`src/rtl/hazard_pkg.sv`:
```
// -----------------------------------------------------------------------------
// hazard_pkg
// Shared definitions for the pipeline hazard/stall controller.
//   state_t          : action taken in a cycle (RUN / STALL / FLUSH / WAIT)
//   DEFAULT_CNT_W    : default width of the performance counters
//   DEFAULT_TIMEOUT  : default consecutive-freeze limit before mem_timeout
// -----------------------------------------------------------------------------
package hazard_pkg;

  typedef enum logic [1:0] {
    RUN   = 2'd0,
    STALL = 2'd1,
    FLUSH = 2'd2,
    WAIT  = 2'd3
  } state_t;

  localparam int unsigned DEFAULT_CNT_W   = 16;
  localparam int unsigned DEFAULT_TIMEOUT = 255;

endpackage : hazard_pkg

```
`src/rtl/hazard_control_unit_if.sv`:
```
// -----------------------------------------------------------------------------
// hazard_control_unit_if
// Bundles the hazard-detection inputs coming from the ID/EX/MEM stages and the
// pipeline-register control outputs produced by the hazard control unit.
//   master : pipeline side (drives stage information, consumes controls)
//   slave  : hazard control unit (consumes stage information, drives controls)
// Signals:
//   IF_ID_Rs1/Rs2, IF_ID_UsesRs1/UsesRs2 : sources read by the ID instruction
//   ID_EX_Rd, ID_EX_RegWrite             : destination of the EX instruction
//   EX_BranchTaken                       : taken branch/jump resolved in EX
//   dmem_req, dmem_ready                 : MEM-stage data memory handshake
//   pc_write, if_id_write, if_id_flush,
//   id_ex_flush, pipe_hold               : pipeline register controls
//   dbg_state                            : action registered on the last edge
// -----------------------------------------------------------------------------
interface hazard_control_unit_if;
  import hazard_pkg::*;

  logic [4:0] IF_ID_Rs1;
  logic [4:0] IF_ID_Rs2;
  logic       IF_ID_UsesRs1;
  logic       IF_ID_UsesRs2;
  logic [4:0] ID_EX_Rd;
  logic       ID_EX_RegWrite;
  logic       EX_BranchTaken;
  logic       dmem_req;
  logic       dmem_ready;

  logic       pc_write;
  logic       if_id_write;
  logic       if_id_flush;
  logic       id_ex_flush;
  logic       pipe_hold;
  state_t     dbg_state;

  modport master (
    output IF_ID_Rs1, IF_ID_Rs2, IF_ID_UsesRs1, IF_ID_UsesRs2,
    output ID_EX_Rd, ID_EX_RegWrite, EX_BranchTaken, dmem_req, dmem_ready,
    input  pc_write, if_id_write, if_id_flush, id_ex_flush, pipe_hold,
    input  dbg_state
  );

  modport slave (
    input  IF_ID_Rs1, IF_ID_Rs2, IF_ID_UsesRs1, IF_ID_UsesRs2,
    input  ID_EX_Rd, ID_EX_RegWrite, EX_BranchTaken, dmem_req, dmem_ready,
    output pc_write, if_id_write, if_id_flush, id_ex_flush, pipe_hold,
    output dbg_state
  );

endinterface : hazard_control_unit_if

```
`src/rtl/hazard_control_unit_sat_counter.sv`:
```
// -----------------------------------------------------------------------------
// sat_counter
// Up-counter that sticks at its all-ones value instead of wrapping.
//   clk   : clock, rising edge
//   rst_n : synchronous active-low reset, clears the count
//   inc   : count one event on this edge
//   q     : current count
// -----------------------------------------------------------------------------
module sat_counter #(
  parameter int unsigned W = 16
) (
  input  logic         clk,
  input  logic         rst_n,
  input  logic         inc,
  output logic [W-1:0] q
);

  // Count events, holding at the maximum so software never sees a wrap.
  always_ff @(posedge clk) begin
    if (!rst_n) begin
      q <= '0;
    end else if (inc && (q != '1)) begin
      q <= q + 1'b1;
    end
  end

endmodule : sat_counter

```
`src/rtl/hazard_control_unit.sv`:
```
// -----------------------------------------------------------------------------
// hazard_control_unit
// Stall/flush/freeze controller for the 5-stage RISC-V pipeline. Forwarding only
// covers MEM/WB->EX, so a load-use style dependency on the EX-stage writer costs
// one bubble. Taken branches flush the wrong-path instruction in IF/ID and ID/EX,
// and a data-memory wait freezes the whole pipeline.
// Ports:
//   clk, rst_n   : clock and synchronous active-low reset
//   hz           : stage information in, pipeline controls out (slave modport)
//   stall_cnt    : saturating count of dependency-stall cycles
//   flush_cnt    : saturating count of branch-flush cycles
//   freeze_cnt   : saturating count of memory-freeze cycles
//   mem_timeout  : sticky flag, a single freeze lasted TIMEOUT cycles
// -----------------------------------------------------------------------------
module hazard_control_unit
  import hazard_pkg::*;
#(
  parameter int unsigned TIMEOUT = DEFAULT_TIMEOUT,
  parameter int unsigned CNT_W   = DEFAULT_CNT_W
) (
  input  logic                 clk,
  input  logic                 rst_n,
  hazard_control_unit_if.slave hz,
  output logic [CNT_W-1:0]     stall_cnt,
  output logic [CNT_W-1:0]     flush_cnt,
  output logic [CNT_W-1:0]     freeze_cnt,
  output logic                 mem_timeout
);

  // wait_len only needs to reach TIMEOUT-1, where it parks until the freeze ends.
  localparam int unsigned WL_W = (TIMEOUT > 1) ? $clog2(TIMEOUT) : 1;
  localparam logic [WL_W-1:0] WAIT_LAST = WL_W'(TIMEOUT - 1);

  state_t          state_q;
  state_t          next_state;
  logic            freeze;
  logic            dep;
  logic            rs1_hit;
  logic            rs2_hit;
  logic            pc_write;
  logic            if_id_write;
  logic            if_id_flush;
  logic            id_ex_flush;
  logic            pipe_hold;
  logic [WL_W-1:0] wait_len;

  // Hazard conditions. A write to x0 is never a real dependency.
  assign freeze  = hz.dmem_req & ~hz.dmem_ready;
  assign rs1_hit = hz.IF_ID_UsesRs1 & (hz.ID_EX_Rd == hz.IF_ID_Rs1);
  assign rs2_hit = hz.IF_ID_UsesRs2 & (hz.ID_EX_Rd == hz.IF_ID_Rs2);
  assign dep     = hz.ID_EX_RegWrite & (hz.ID_EX_Rd != 5'd0) & (rs1_hit | rs2_hit);

  // Action selection, highest priority first: reset, freeze, branch, dep, normal.
  // Controls depend only on this cycle's inputs; next_state records the action.
  always_comb begin
    next_state  = RUN;
    pc_write    = 1'b0;
    if_id_write = 1'b0;
    if_id_flush = 1'b0;
    id_ex_flush = 1'b0;
    pipe_hold   = 1'b0;
    if (!rst_n) begin
      if_id_flush = 1'b1;
      id_ex_flush = 1'b1;
      next_state  = RUN;
    end else if (freeze) begin
      pipe_hold   = 1'b1;
      next_state  = WAIT;
    end else if (hz.EX_BranchTaken) begin
      pc_write    = 1'b1;
      if_id_write = 1'b1;
      if_id_flush = 1'b1;
      id_ex_flush = 1'b1;
      next_state  = FLUSH;
    end else if (dep) begin
      id_ex_flush = 1'b1;
      next_state  = STALL;
    end else begin
      pc_write    = 1'b1;
      if_id_write = 1'b1;
      next_state  = RUN;
    end
  end

  assign hz.pc_write    = pc_write;
  assign hz.if_id_write = if_id_write;
  assign hz.if_id_flush = if_id_flush;
  assign hz.id_ex_flush = id_ex_flush;
  assign hz.pipe_hold   = pipe_hold;
  assign hz.dbg_state   = state_q;

  // State register: remembers which action was taken on the last edge.
  always_ff @(posedge clk) begin
    if (!rst_n) begin
      state_q <= RUN;
    end else begin
      state_q <= next_state;
    end
  end

  // Freeze-length watchdog. The flag is sticky; the freeze itself is never
  // broken by it, the memory system still owns when the access completes.
  always_ff @(posedge clk) begin
    if (!rst_n) begin
      wait_len    <= '0;
      mem_timeout <= 1'b0;
    end else if (freeze) begin
      if (wait_len == WAIT_LAST) begin
        mem_timeout <= 1'b1;
      end else begin
        wait_len <= wait_len + 1'b1;
      end
    end else begin
      wait_len <= '0;
    end
  end

  sat_counter #(.W(CNT_W)) u_stall_cnt (
    .clk   (clk),
    .rst_n (rst_n),
    .inc   (next_state == STALL),
    .q     (stall_cnt)
  );

  sat_counter #(.W(CNT_W)) u_flush_cnt (
    .clk   (clk),
    .rst_n (rst_n),
    .inc   (next_state == FLUSH),
    .q     (flush_cnt)
  );

  sat_counter #(.W(CNT_W)) u_freeze_cnt (
    .clk   (clk),
    .rst_n (rst_n),
    .inc   (next_state == WAIT),
    .q     (freeze_cnt)
  );

endmodule : hazard_control_unit

```
`src/flat_wrapper.sv`:
```
// flat-port wrapper written by rule: the top's interface ports become plain ports
module hazard_control_unit_flat import hazard_pkg::*;
#(
  parameter int unsigned TIMEOUT = DEFAULT_TIMEOUT,
  parameter int unsigned CNT_W   = DEFAULT_CNT_W
)
  (clk, rst_n, stall_cnt, flush_cnt, freeze_cnt, mem_timeout, hz_IF_ID_Rs1, hz_IF_ID_Rs2, hz_IF_ID_UsesRs1, hz_IF_ID_UsesRs2, hz_ID_EX_Rd, hz_ID_EX_RegWrite, hz_EX_BranchTaken, hz_dmem_req, hz_dmem_ready, hz_pc_write, hz_if_id_write, hz_if_id_flush, hz_id_ex_flush, hz_pipe_hold, hz_dbg_state);
  hazard_control_unit_if hz_i ();
  input  logic clk;
  input  logic rst_n;
  output logic [CNT_W-1:0] stall_cnt;
  output logic [CNT_W-1:0] flush_cnt;
  output logic [CNT_W-1:0] freeze_cnt;
  output logic mem_timeout;
  input wire logic [$bits(hz_i.IF_ID_Rs1)-1:0] hz_IF_ID_Rs1;
  input wire logic [$bits(hz_i.IF_ID_Rs2)-1:0] hz_IF_ID_Rs2;
  input wire logic [$bits(hz_i.IF_ID_UsesRs1)-1:0] hz_IF_ID_UsesRs1;
  input wire logic [$bits(hz_i.IF_ID_UsesRs2)-1:0] hz_IF_ID_UsesRs2;
  input wire logic [$bits(hz_i.ID_EX_Rd)-1:0] hz_ID_EX_Rd;
  input wire logic [$bits(hz_i.ID_EX_RegWrite)-1:0] hz_ID_EX_RegWrite;
  input wire logic [$bits(hz_i.EX_BranchTaken)-1:0] hz_EX_BranchTaken;
  input wire logic [$bits(hz_i.dmem_req)-1:0] hz_dmem_req;
  input wire logic [$bits(hz_i.dmem_ready)-1:0] hz_dmem_ready;
  output wire logic [$bits(hz_i.pc_write)-1:0] hz_pc_write;
  output wire logic [$bits(hz_i.if_id_write)-1:0] hz_if_id_write;
  output wire logic [$bits(hz_i.if_id_flush)-1:0] hz_if_id_flush;
  output wire logic [$bits(hz_i.id_ex_flush)-1:0] hz_id_ex_flush;
  output wire logic [$bits(hz_i.pipe_hold)-1:0] hz_pipe_hold;
  output wire logic [$bits(hz_i.dbg_state)-1:0] hz_dbg_state;
  assign hz_i.IF_ID_Rs1 = hz_IF_ID_Rs1;
  assign hz_i.IF_ID_Rs2 = hz_IF_ID_Rs2;
  assign hz_i.IF_ID_UsesRs1 = hz_IF_ID_UsesRs1;
  assign hz_i.IF_ID_UsesRs2 = hz_IF_ID_UsesRs2;
  assign hz_i.ID_EX_Rd = hz_ID_EX_Rd;
  assign hz_i.ID_EX_RegWrite = hz_ID_EX_RegWrite;
  assign hz_i.EX_BranchTaken = hz_EX_BranchTaken;
  assign hz_i.dmem_req = hz_dmem_req;
  assign hz_i.dmem_ready = hz_dmem_ready;
  assign hz_pc_write = hz_i.pc_write;
  assign hz_if_id_write = hz_i.if_id_write;
  assign hz_if_id_flush = hz_i.if_id_flush;
  assign hz_id_ex_flush = hz_i.id_ex_flush;
  assign hz_pipe_hold = hz_i.pipe_hold;
  assign hz_dbg_state = hz_i.dbg_state;
  hazard_control_unit #(.TIMEOUT(TIMEOUT), .CNT_W(CNT_W)) u_core (.clk(clk), .rst_n(rst_n), .hz(hz_i), .stall_cnt(stall_cnt), .flush_cnt(flush_cnt), .freeze_cnt(freeze_cnt), .mem_timeout(mem_timeout));
endmodule
```
`config.mk`:
```
export PLATFORM = sky130hd
export DESIGN_NAME = hazard_control_unit_flat
export DESIGN_NICKNAME = d
export VERILOG_FILES = /design/src/rtl/hazard_pkg.sv /design/src/rtl/hazard_control_unit_if.sv /design/src/rtl/hazard_control_unit_sat_counter.sv /design/src/rtl/hazard_control_unit.sv /design/src/flat_wrapper.sv
export SDC_FILE = /design/constraint.sdc
export NUM_CORES = 1
export LEC_CHECK = 0
export ABC_AREA = 1
export BUFFER_PORTS_ARGS = -buffer_cell sky130_fd_sc_hd__buf_2
export CORE_MARGIN = 2
export CORE_UTILIZATION = 30
export DETAILED_ROUTE_END_ITERATION = 12
export GPL_TIMING_DRIVEN = 0
export HOLD_SLACK_MARGIN = 0.08
export SLEW_MARGIN = 20
export SYNTH_ARGS = -nofsm -noshare
export SYNTH_HDL_FRONTEND = slang
export SYNTH_SLANG_ARGS = --single-unit
```
`constraint.sdc`:
```
create_clock -name clk -period 1.5 [get_ports clk]
set_input_delay 0.075 -clock clk [delete_from_list [all_inputs] [get_ports clk]]
set_output_delay 0.075 -clock clk [all_outputs]
set_load 0.05 [all_outputs]
```
Yosys cells after proc, flatten, opt, wreduce, memory -nomap -nowiden
Cells that the tools add are included.

operators by class
  reductions and logical operators = 6
  equal/unequal tests = 9
  bitwise operators = 7
  muxes and demuxes = 17
  add/subtract/negate cells = 4

operators by type and width
  kind                                                                   count
  16-bit by 1-bit adder with 16-bit output, second input constant        3
  16-bit != test, second input constant                                  3
  1-bit two-way mux                                                      14
  5-bit equality test                                                    2
  8-bit by 1-bit adder with 8-bit output, second input constant          1
  8-bit equality test, second input constant                             1
  2-bit two-way mux                                                      3
  1-bit AND                                                              5
  5-bit nonzero test                                                     1
  2-bit equality test, second input constant                             2
  2-bit AND reduction                                                    2
  1-bit logical AND                                                      3
  2-bit by 1-bit equality test with 1-bit output, second input constant  1
  1-bit NOT                                                              1
  1-bit OR                                                               1

word-level totals
  word-level logic and storage cells = 49
  output and inout bits = 56
  register bits after elaboration = 59
  input port bits = 23

Logic depth before layout (Yosys ltp)
  depth after elaboration = 10
  mapped depth = 12
  mapped depth without buffers = 12

Hierarchy
From an unflattened synthesis, not the netlist that was laid out.

second synthesis, totals
  cells, all modules = 574
  area, all modules = 3,744.8 sq um

by module, submodules not included
  module               instances  cells each  seq. area each (sq um)  area an instance (sq um)
  sat_counter          3          149         320.3                   996.0
  hazard_control_unit  1          127         220.2                   757.0

Worst setup path before layout
Ideal clock, no wire load.

  kind = flip-flop to flip-flop
  start = register u_core.u_stall_cnt.q[0]
  end = register u_core.u_stall_cnt.q[0]
  buffers on the path = 0
  slack = -0.503 ns
  data arrival time = 1.857 ns
  clock period less this slack = 2.003 ns
  required time = 1.354 ns
  stages on the path, launching flop included = 9
  library setup time = 0.146 ns
  cell sequence = dfxtp_1 -> ha_1 -> nand2_1 -> nor3_1 -> nand4_1 -> inv_1 -> nor2_4 -> o21ai_0 -> a21oi_1

on the way
  word-level cells in the longest chain between the ends = 2
  elaborated cells between the ends (all ways) = 3
  those cells by class = add/sub (1); eq/ne (1); reduce/logical (1)

RTL lines
  element                                                                                           line                                   text
  from (decl)                                                                                       hazard_control_unit_sat_counter.sv:15  output logic [W-1:0] q
  from (signal assigned)                                                                            hazard_control_unit_sat_counter.sv:23  q <= q + 1'b1;
  parallel branches: the longest is 2 deep, another holds 16-bit by 1-bit adder with 16-bit output  n/a

Parallel ways; which one is timed is not known.
A chain may end at the register's enable or synchronous reset.

Worst setup path after layout
  start = register u_core.u_flush_cnt.q[0]
  end = register u_core.u_flush_cnt.q[14]

on the way
  word-level cells in the longest chain between the ends = 2
  elaborated cells between the ends (all ways) = 3
  those cells by class = add/sub (1); eq/ne (1); reduce/logical (1)

RTL lines
  element                                                                                           line
  from (decl)                                                                                       hazard_control_unit_sat_counter.sv:15
  from (signal assigned)                                                                            hazard_control_unit_sat_counter.sv:23
  parallel branches: the longest is 2 deep, another holds 16-bit by 1-bit adder with 16-bit output  n/a

Parallel ways; which one is timed is not known.

==> out/results.tsv <==
stage	metric	value	unit
setup_path	crit_family	simple AND/OR/NAND/NOR gates	
global_routing	grt_overflow	0	
setup_path	crit_type	reg2reg	
sta	setup_viol	18	
sta	drv_slew	0	
global_routing	grt_pass1_vias	3018	
global_routing	grt_pass1_wl	13700	um
synthesis	async_flop_share	0	
final_layout	drive_gt1_frac	0.404	
final_layout	n_antenna_cell	0	
global_routing	antenna_found_initial	0	
setup_path	worst-path-buf-inv	1	
power	p_per_area	734	nW/um^2
setup_path	cp.required	1.77	ns
floorplanning	core_area	10300	um^2
sta	fmax	619	MHz
clock_network	htree_num_levels	3	
power	ir_drop	0.000287	V
setup_path	cp-start-kind	register	
clock_network	cts-root-buf	clkbuf_8	
routing	routed-via-count	3342	
worst_hold_path	hp-class	in2reg	
final_layout	final_nets	607	
routing	ant_nets	0	
global_routing	grt_max_degree	11	
synthesis	synth-main-ff-cell	dfxtp_1	
synthesis	synth_fp_nets	497	
sta	worst_pin_slew	0.756	ns
synthesis	syn_avg_cell_area	6.73	um^2
placement	gp_congestion	0.806	
placement	placement.io_buffers	78	
clock_network	cts_tree	done	
clock_network	cts_buffers	9	
final_layout	final.fill_count	1094	
clock_network	cts.sinks	59	
setup_path	crit_chain	ha_4 -> nand2_2 -> inv_2 -> nand3_4 -> nor3_4 -> nand2_2 -> nand2_4 -> nor2_1 -> nand2_1 -> o21ai_0 -> a21oi_1	
floorplanning	start_util	0.307	
floorplanning	row_count	37	
clock_network	clk_path_buf_depth	2	
sta	finalCritPeriodShare	1.08	
floorplanning	ioPinCount	79	
sta	layout_setup_ws	-0.116	ns
routing	drc	0	
floorplanning	dieArea	11400	um^2
setup_path	cpMostUsedCell	nand2_2	
global_routing	grt_usage	0.152	
outcome	status	finished, violations left	
synthesis	ys_types	32	
sta	report.final.hold_viol_count	0	
floorplanning	die_h	107	um
clock_network	clk_pin_slew	0.07	ns
setup_path	crit_slowest_cell	dfxtp_4	
sta	fin_skew	0.00757	ns
sta	period_minus_slack	1.62	ns
synthesis	yosysSeqAreaShare	0.374	
sta	slew_headroom	0.496	
power	finalPower	3260	uW
power	p_leak	0.00200	uW
synthesis	ys_warn_count	0	
routing	wl	8730	um
synthesis	netlist_area	3150	um^2
final_layout	post-route-util	0.432	
final_layout	area_growth	40.9	%
routing	drtIter0Drc	106	
sta	rsz0062_at_grt	yes	
flow_run	maxCapViolCount	0	
final_layout	mostFrequentLayoutCell	nand2_1	
placement	dp_hpwl	6200	um
setup_path	crit_path_max_incr_delay	0.38	ns
synthesis	synth_edf_count	0	
setup_path	cp-end-kind	register	
setup_path	path_max_fanout	6	
clock_network	insertion_delay	0.34	ns
final_layout	final_cell_mix	nand2_1 (99), buf_2 (77), inv_1 (58)	
setup_path	critical_path_arrival	1.88	ns
outcome	violations	setup timing	
routing	wire_per_inst	12.1	um
synthesis	synth_seq_cells	59	
routing	vias_per_cell	4.64	
synthesis	synth_cells	469	
routing	first_pass_iters	6	
floorplanning	die_x	107	um
## repair_timing
item | CTS | global route
endpoints found under the setup margin | 35 | 49
setup buffers | 13 | 7
resized for setup | 13 | 38
endpoints found under the hold margin | 1 | 1
pin swaps | 8 | 23
gates cloned | 0 | 0
## final cells by class
cell class	instances	area, um^2	area share
well taps	136	170	0.0383
repair buffers	99	561	0.126
flip-flops and latches	59	1270	0.287
inverters	72	285	0.0642
clock buffers	14	173	0.0389
plain buffers	7	31.3	0.00704
multi-input cells	331	1940	0.436
clock inverters	2	10.0	0.00225
## synthesized netlist by cell type (2+ instances only)
master      n  area, um^2
or2_2       2        12.5
o21a_1      3        22.5
ha_1        5        62.6
nand3_1    29         145
xnor2_1     5        43.8
a31oi_1     4        25.0
nor4_1      2        12.5
o21ai_0    24         120
nor3_1     18        90.1
nand3_2     2        20.0
xor2_1      5        43.8
dfxtp_1    59        1180
nand2_1   107         402
inv_1      63         236
nand2_2     6        37.5
nand4_1     9        56.3
a21oi_1    39         195
inv_2       7        26.3
nor3_2      2        20.0
clkbuf_1    6        22.5
nor2_2      5        31.3
nor2_1     52         195
nor2_4      6        67.6
## layer usage
| metal | routed length, um | global-route usage | share of wire | vias to the layer above |
|---|---|---|---|---|
| met3 | 325 | 0.0380 | 0.037 | 14 |
| li1 | - | - | - | 1736 |
| met5 | 0 | 0 | 0 | - |
| met1 | 4050 | 0.190 | 0.46 | 1523 |
| met4 | 168 | 0.0677 | 0.019 | 0 |
| met2 | 4180 | 0.249 | 0.48 | 69 |
## worst paths after layout
kind	depth (start not counted)	to	from	slack [ns]
max reg2reg	11	u_core.u_flush_cnt.q[14]	u_core.u_flush_cnt.q[0]	-0.12
min reg2reg	2	u_core.u_stall_cnt.q[15]	u_core.u_stall_cnt.q[15]	0.46
max	11	u_core.u_flush_cnt.q[14]	u_core.u_flush_cnt.q[0]	-0.12
min	3	u_core.hz.dbg_state[1]	hz_EX_BranchTaken	0.12
## stage by stage
step	std cells	setup TNS, ns	hold slack, ns	setup slack (ns)	cell area [um^2]
after floorplan	469	-1.23	0.206	-0.146	3370
after detailed placement	683	-1.74	0.379	-0.174	3930
after global placement	683	-1.60	0.382	-0.173	3930
final	720	-1.16	0.123	-0.116	4440
after global routing	720	-4.36	0.117	-0.207	4440
after CTS	712	-0.553	0.00218	-0.0791	4250
## sequential cells by signal (all words and copies together), names as in the netlist
signal	cells
u_core.u_flush_cnt.q	16
u_core.u_freeze_cnt.q	16
u_core.mem_timeout	1
u_core.hz.dbg_state	2
u_core.wait_len	8
u_core.u_stall_cnt.q	16
## worst register-to-register path, delay by kind of cell (launching register included)
family	cells	cell delay (ns)
buffers and inverters	1	0.08
flip-flops	1	0.38
AO/OA/AOI/OAI	2	0.25
adder cells (fa/ha/maj)	1	0.14
AND/OR/NAND/NOR	7	0.71
## kinds of logic after synthesis
group | Yosys count | share of synthesized area
buffers and inverters | 79 | 0.0964
and+or+nand+nor | 244 | 0.361
adders and majority gates | 5 | 0.0198
AOI/OAI and AO/OA | 72 | 0.121
DFF | 59 | 0.374
xor gates and xnor gates | 10 | 0.0278
## report_power, final
group          total [uW]  internal (uW)  switching [uW]
Combinational         332            108             225
Clock                1360            731             629
Sequential           1570           1550            13.2
Note: power is estimated with default switching activity, not from simulation.
